===== src/rtl/axi_lite_reg_slv_pkg.sv =====
// Shared widths, response codes and AXI4-Lite request/response payload structs
// used by the register-bank responder.
package axi_lite_reg_slv_pkg;

  localparam int unsigned AXI_ADDR_W = 32;
  localparam int unsigned AXI_DATA_W = 32;
  localparam int unsigned AXI_STRB_W = AXI_DATA_W / 8;
  localparam int unsigned AXI_PROT_W = 3;

  localparam logic [1:0] RESP_OKAY   = 2'b00;
  localparam logic [1:0] RESP_SLVERR = 2'b10;

  typedef struct packed {
    logic [AXI_ADDR_W-1:0] addr;
    logic [AXI_PROT_W-1:0] prot;
  } ax_chan_t;

  typedef struct packed {
    logic [AXI_DATA_W-1:0] data;
    logic [AXI_STRB_W-1:0] strb;
  } w_chan_t;

  typedef struct packed {
    logic [1:0] resp;
  } b_chan_t;

  typedef struct packed {
    logic [AXI_DATA_W-1:0] data;
    logic [1:0]            resp;
  } r_chan_t;

  typedef struct packed {
    ax_chan_t aw;
    logic     aw_valid;
    w_chan_t  w;
    logic     w_valid;
    logic     b_ready;
    ax_chan_t ar;
    logic     ar_valid;
    logic     r_ready;
  } axi_lite_req_t;

  typedef struct packed {
    logic    aw_ready;
    logic    w_ready;
    b_chan_t b;
    logic    b_valid;
    logic    ar_ready;
    r_chan_t r;
    logic    r_valid;
  } axi_lite_resp_t;

endpackage


===== src/rtl/axi_lite_reg_slv_rsp_hold.sv =====
// Holds one response channel's valid flag and payload from accept until the
// master takes it with ready.
module axi_lite_reg_slv_rsp_hold #(
  parameter type payload_t = logic
) (
  input  logic     clk_i,
  input  logic     rst_ni,
  input  logic     accept_i,
  input  payload_t payload_i,
  input  logic     ready_i,
  output logic     valid_o,
  output payload_t payload_o
);

  logic     valid_d, valid_q;
  payload_t payload_d, payload_q;

  always_comb begin
    valid_d   = valid_q;
    payload_d = payload_q;
    if (accept_i) begin
      valid_d   = 1'b1;
      payload_d = payload_i;
    end else if (ready_i) begin
      valid_d = 1'b0;
    end
  end

  always_ff @(posedge clk_i or negedge rst_ni) begin
    if (!rst_ni) begin
      valid_q   <= 1'b0;
      payload_q <= '0;
    end else begin
      valid_q   <= valid_d;
      payload_q <= payload_d;
    end
  end

  assign valid_o   = valid_q;
  assign payload_o = payload_q;

endmodule


===== src/rtl/axi_lite_reg_slv.sv =====
// AXI4-Lite responder over a byte-addressable register bank with per-byte
// strobes, read-only bytes, PROT filtering and direct hardware byte loads.
module axi_lite_reg_slv
  import axi_lite_reg_slv_pkg::*;
#(
  parameter int unsigned                 RegNumBytes  = 32,
  parameter int unsigned                 AxiAddrWidth = AXI_ADDR_W,
  parameter int unsigned                 AxiDataWidth = AXI_DATA_W,
  parameter logic                        PrivProtOnly = 1'b0,
  parameter logic                        SecuProtOnly = 1'b0,
  parameter logic [RegNumBytes-1:0]      AxiReadOnly  = '0,
  parameter logic [RegNumBytes-1:0][7:0] RegRstVal    = '0,
  parameter type                         req_lite_t   = axi_lite_req_t,
  parameter type                         resp_lite_t  = axi_lite_resp_t
) (
  input  logic                       clk_i,
  input  logic                       rst_ni,
  input  req_lite_t                  axi_req_i,
  output resp_lite_t                 axi_resp_o,
  output logic [RegNumBytes-1:0]     wr_active_o,
  output logic [RegNumBytes-1:0]     rd_active_o,
  input  logic [RegNumBytes*8-1:0]   reg_d_i,
  input  logic [RegNumBytes-1:0]     reg_load_i,
  output logic [RegNumBytes*8-1:0]   reg_q_o
);

  localparam int unsigned StrbW    = AxiDataWidth / 8;
  localparam int unsigned AddrLsb  = $clog2(StrbW);
  localparam int unsigned IdxW     = AxiAddrWidth - AddrLsb;
  localparam int unsigned NumWords = (RegNumBytes + StrbW - 1) / StrbW;

  function automatic logic prot_ok(input logic [AXI_PROT_W-1:0] prot);
    return !(PrivProtOnly && !prot[0]) && !(SecuProtOnly && prot[1]);
  endfunction

  logic [RegNumBytes-1:0][7:0] reg_d, reg_q;
  logic [RegNumBytes-1:0]      wr_sel, wr_ro, wr_hit, rd_hit;
  logic [RegNumBytes-1:0]      wr_active_q, rd_active_q;
  logic [IdxW-1:0]             aw_idx, ar_idx;
  logic                        wr_accept, rd_accept, wr_ok, rd_ok, wr_err;
  logic                        b_valid, r_valid;
  logic [AxiDataWidth-1:0]     rd_data;
  b_chan_t                     b_d, b_q;
  r_chan_t                     r_d, r_q;
  logic                        unused_bits;

  assign aw_idx = axi_req_i.aw.addr[AxiAddrWidth-1:AddrLsb];
  assign ar_idx = axi_req_i.ar.addr[AxiAddrWidth-1:AddrLsb];
  assign unused_bits = ^{axi_req_i.aw.addr[AddrLsb-1:0], axi_req_i.ar.addr[AddrLsb-1:0],
                         axi_req_i.aw.prot[2], axi_req_i.ar.prot[2]};

  // AW and W are only ever taken together, and only when B has room.
  assign wr_accept = axi_req_i.aw_valid && axi_req_i.w_valid && (!b_valid || axi_req_i.b_ready);
  assign rd_accept = axi_req_i.ar_valid && (!r_valid || axi_req_i.r_ready);
  assign wr_ok     = (aw_idx < IdxW'(NumWords)) && prot_ok(axi_req_i.aw.prot);
  assign rd_ok     = (ar_idx < IdxW'(NumWords)) && prot_ok(axi_req_i.ar.prot);
  assign wr_err    = !wr_ok || (|wr_ro);

  // Per-byte lane arbitration: hardware load beats a same-cycle bus write.
  for (genvar b = 0; b < RegNumBytes; b++) begin : g_byte
    localparam int unsigned Word = b / StrbW;
    localparam int unsigned Lane = b % StrbW;
    assign wr_sel[b] = (aw_idx == IdxW'(Word)) && axi_req_i.w.strb[Lane];
    assign wr_ro[b]  = wr_sel[b] && AxiReadOnly[b];
    assign wr_hit[b] = wr_accept && wr_ok && wr_sel[b] && !AxiReadOnly[b];
    assign rd_hit[b] = rd_accept && rd_ok && (ar_idx == IdxW'(Word));
    assign reg_d[b]  = reg_load_i[b] ? reg_d_i[b*8 +: 8] :
                       wr_hit[b]     ? axi_req_i.w.data[Lane*8 +: 8] : reg_q[b];
  end

  // Bytes past the end of the bank in a partial last word stay zero.
  always_comb begin
    rd_data = '0;
    for (int unsigned b = 0; b < RegNumBytes; b++) begin
      if (ar_idx == IdxW'(b / StrbW)) rd_data[(b % StrbW)*8 +: 8] = reg_q[b];
    end
    if (!rd_ok) rd_data = '0;
  end

  always_ff @(posedge clk_i or negedge rst_ni) begin
    if (!rst_ni) begin
      reg_q       <= RegRstVal;
      wr_active_q <= '0;
      rd_active_q <= '0;
    end else begin
      reg_q       <= reg_d;
      wr_active_q <= wr_hit;
      rd_active_q <= rd_hit;
    end
  end

  always_comb begin
    b_d      = '0;
    b_d.resp = wr_err ? RESP_SLVERR : RESP_OKAY;
    r_d      = '0;
    r_d.data = rd_data;
    r_d.resp = rd_ok ? RESP_OKAY : RESP_SLVERR;
  end

  axi_lite_reg_slv_rsp_hold #(.payload_t(b_chan_t)) u_b_hold (
    .clk_i     (clk_i),
    .rst_ni    (rst_ni),
    .accept_i  (wr_accept),
    .payload_i (b_d),
    .ready_i   (axi_req_i.b_ready),
    .valid_o   (b_valid),
    .payload_o (b_q)
  );

  axi_lite_reg_slv_rsp_hold #(.payload_t(r_chan_t)) u_r_hold (
    .clk_i     (clk_i),
    .rst_ni    (rst_ni),
    .accept_i  (rd_accept),
    .payload_i (r_d),
    .ready_i   (axi_req_i.r_ready),
    .valid_o   (r_valid),
    .payload_o (r_q)
  );

  always_comb begin
    axi_resp_o          = '0;
    axi_resp_o.aw_ready = wr_accept;
    axi_resp_o.w_ready  = wr_accept;
    axi_resp_o.b        = b_q;
    axi_resp_o.b_valid  = b_valid;
    axi_resp_o.ar_ready = rd_accept;
    axi_resp_o.r        = r_q;
    axi_resp_o.r_valid  = r_valid;
  end

  assign wr_active_o = wr_active_q;
  assign rd_active_o = rd_active_q;
  assign reg_q_o     = reg_q;

endmodule


===== config.mk =====
export PLATFORM = sky130hd
export DESIGN_NAME = axi_lite_reg_slv
export DESIGN_NICKNAME = d
export VERILOG_FILES = /design/src/rtl/axi_lite_reg_slv_pkg.sv /design/src/rtl/axi_lite_reg_slv_rsp_hold.sv /design/src/rtl/axi_lite_reg_slv.sv
export SDC_FILE = /design/constraint.sdc
export NUM_CORES = 1
export LEC_CHECK = 0
export CORE_AREA = 2 2 299 301
export CTS_CLUSTER_DIAMETER = 50
export CTS_CLUSTER_SIZE = 24
export DETAILED_ROUTE_END_ITERATION = 10
export DIE_AREA = 0 0 301 303
export PLACE_DENSITY = 0.42
export SYNTH_ARGS = -nofsm -noshare
export SYNTH_HDL_FRONTEND = slang
export SYNTH_SLANG_ARGS = --single-unit

===== constraint.sdc =====
create_clock -name clk_i -period 2.94 [get_ports clk_i]
set_input_delay 0.441 -clock clk_i [delete_from_list [all_inputs] [get_ports clk_i]]
set_output_delay 0.441 -clock clk_i [all_outputs]
set_load 0.02 [all_outputs]

==> flow_summary.json <==
{
  "status": "finished clean",
  "cp_slowest_stage_delay_ps": 610,
  "overflow": 0,
  "ant_nets": 0,
  "path_delay_family": "buffers and inverters",
  "worstPathRequired_ps": 2500,
  "cts_buffers": 67,
  "finalSetupViolations": 0,
  "hp-class": "input port to flip-flop",
  "dieArea_um2": 91200,
  "synthArstFlopShare_pct": 100,
  "power_density_nw_per_um2": 537,
  "viasPerCell": 4.97,
  "htreeDepth": 3,
  "grt_pass1_vias": 19788,
  "postSynthAreaPerCell_um2": 9.83,
  "r2r_cells": 8,
  "cts_buffer_depth": 3,
  "dp_cells": 3764,
  "routabilityCongestion": 0.864,
  "start_util_pct": 21.4,
  "vdd_drop_max_mv": 0.338,
  "fin_area_um2": 30600,
  "dpl_cell_area_um2": 28400,
  "dieHeight_um": 303,
  "crit_chain": "clkdlybuf4s50_1, nand2_1, buf_4, nor2_1, buf_4, clkdlybuf4s50_1",
  "cts_tree": "done",
  "clkSinkCount": 332,
  "finish.utilization_pct": 34.8,
  "grt_max_degree": 71,
  "clock_tree.root_cell": "clkbuf_16",
  "syn_area_um2": 18900,
  "grt_use_total_pct": 22.8,
  "fmax_ghz": 0.362,
  "drv_slew": 0,
  "synth.distinct_cells": 44,
  "synthFlopType": "dfrtp_1",
  "fin_crit_ps": 2760,
  "rsz0062_at_grt": "false",
  "worstPathMaxFanout": 9,
  "num_rows": 109,
  "tightest_slew_ps": 854,
  "start_kind": "input port",
  "final_net_count": 3070,
  "final_cells": 3888,
  "end_kind": "primary output",
  "vias": 19335,
  "synth_warnings": 0,
  "slew_headroom_pct": 42.9,
  "drc": 0,
  "finalHoldViolCount": 0,
  "yosys_register_bits": 332,
  "min_path_cells": 3,
  "ioPinCount": 762,
  "layout_setup_ws_ps": 179,
  "synth_edf_count": 0,
  "synth_seq_area_share_pct": 44.1,
  "clk_latency_ps": 600,
  "dp_hpwl_um": 83400,
  "cp.depth": 6,
  "drt_iter0_drc": 1032,
  "final.setup_skew_ps": 19.6,
  "port_buffers": 749,
  "core_um2": 88000,
  "clkTransAtPathRegs_ps": 60,
  "cp.arrival_ps": 2320,
  "antenna_found_initial": 18,
  "crit_slowest_cell": "clkdlybuf4s50_1",
  "die_w_um": 301,
  "critPathBufInv": 4,
  "drt_wl_total_um": 108000,
  "netlist_instances": 1918,
  "leakagePower_nw": 13.4,
  "cap_violations": 0,
  "area_growth_pct": 62.5,
  "fin_crit_sh_pct": 93.9,
  "wl_per_cell_um": 27.8,
  "drive_above_1_share_pct": 11.9,
  "fin_total_pwr_mw": 16.4,
  "path_class": "input port to primary output",
  "grt_pass1_wl_um": 150000,
  "pre_cts_ws_ps": -283,
  "firstDrtPassIters": 5
}
==> placed cells by master, fill, tap and decap left out, types with 32 or more instances in the layout <==
| cell type | count |
|---|---|
| a31oi_1 | 201 |
| nand2_1 | 52 |
| clkdlybuf4s50_1 | 745 |
| o21ai_0 | 88 |
| and3b_1 | 96 |
| dfrtp_1 | 332 |
| inv_1 | 149 |
| a2bb2oi_1 | 32 |
| a22oi_1 | 32 |
| mux2i_1 | 136 |
| nor3b_1 | 129 |
| o22ai_1 | 32 |
| buf_4 | 112 |
| o221a_2 | 32 |
| a21oi_1 | 56 |
| nor2b_1 | 90 |
| nor2_1 | 32 |
| a221o_1 | 32 |
| a211o_1 | 96 |
| clkbuf_16 | 68 |
==> tightest hold or removal path, cell delays in order <==
cell and delay [ps]:
buf_2 150, nand2_1 240, nor2_1 90
==> path summary, 6_finish.rpt <==
kind | start | slack (ps) | end
max | axi_req_i[38] | 180 | axi_resp_o[39]
min | axi_req_i[8] | 380 | rd_active_o[28]
max reg2reg | u_b_hold.valid_o | 760 | reg_q_o[36]
min reg2reg | u_r_hold.payload_o[1] | 510 | u_r_hold.payload_o[1]
max in group asynchronous | rst_ni | 1710 | reg_q_o[91]
min in group asynchronous | rst_ni | 400 | reg_q_o[122]
==> sequential cells by signal, indices dropped and copies added, names as in the netlist <==
name / count
reg_q_o: 256
u_b_hold.payload_o: 1
u_r_hold.valid_o: 1
u_r_hold.payload_o: 33
u_b_hold.valid_o: 1
wr_active_o: 32
rd_active_o: 8
==> synthesized netlist by cell type (all sizes together) (9+ instances only) <==
cell,n,area [µm²]
a221o,32,320
a31oi,201,1260
buf,69,422
nor2,32,120
nor3b,129,968
nor4,18,188
nor2b,91,569
inv,149,559
nor4b,9,134
nand2,53,199
dfrtp,332,8310
a21oi,56,280
and3b,96,841
a211o,96,841
nand3,19,145
a22oi,32,240
o21ai,88,440
mux2i,136,1360
clkbuf,139,522
o221a,32,360
o22ai,32,200
a2bb2oi,32,280
==> routing by layer <==
metal	vias to the layer above	global-route usage (%)	part of all wire, %
met5	-	0	0.099
met3	128	5.95	7.5
met4	16	6.81	2.2
met2	819	40.9	52
met1	9736	26.4	39
li1	8636	-	-
==> timing repair <==
| action | CTS | global route |
|---|---|---|
| gates resized for setup | 0 | 1 |
| endpoints found under the setup margin | 0 | 2 |
| hold buffers | 1 | 0 |
| setup buffers | 0 | 0 |
| endpoints found under the hold margin | 47 | 0 |
==> area by class of cell <==
type	instances	area, µm²
fillers	8884	57300
multi-input cells	1229	9130
repair buffers	889	8910
flip-flops and latches	332	8310
clock buffers	75	1750
well taps	1165	1460
inverters	150	563
clock inverters	44	517
diodes	4	10.0
==> through the flow <==
step,hold WS (ps),setup TNS (ps)
floorplan,145,0
global placement,457,-30040
detailed placement,457,-35880
CTS,354,0
global route,386,0
finish,381,0
==> where the power goes <==
part / switching (mW) / internal, mW
registers: 0.358 / 4.91
clock network: 2.87 / 4.96
logic: 1.69 / 1.65
total: 4.92 / 11.5
==> logic make-up after synthesis <==
logic type | synth area share [%]
AND/OR/NAND/NOR | 18.2
multiplexers | 7.22
other | 0.0199
flip-flops | 44.1
buffers and inverters | 7.99
AO/OA/AOI/OAI | 22.5
Power figures use the tool's default switching activity.
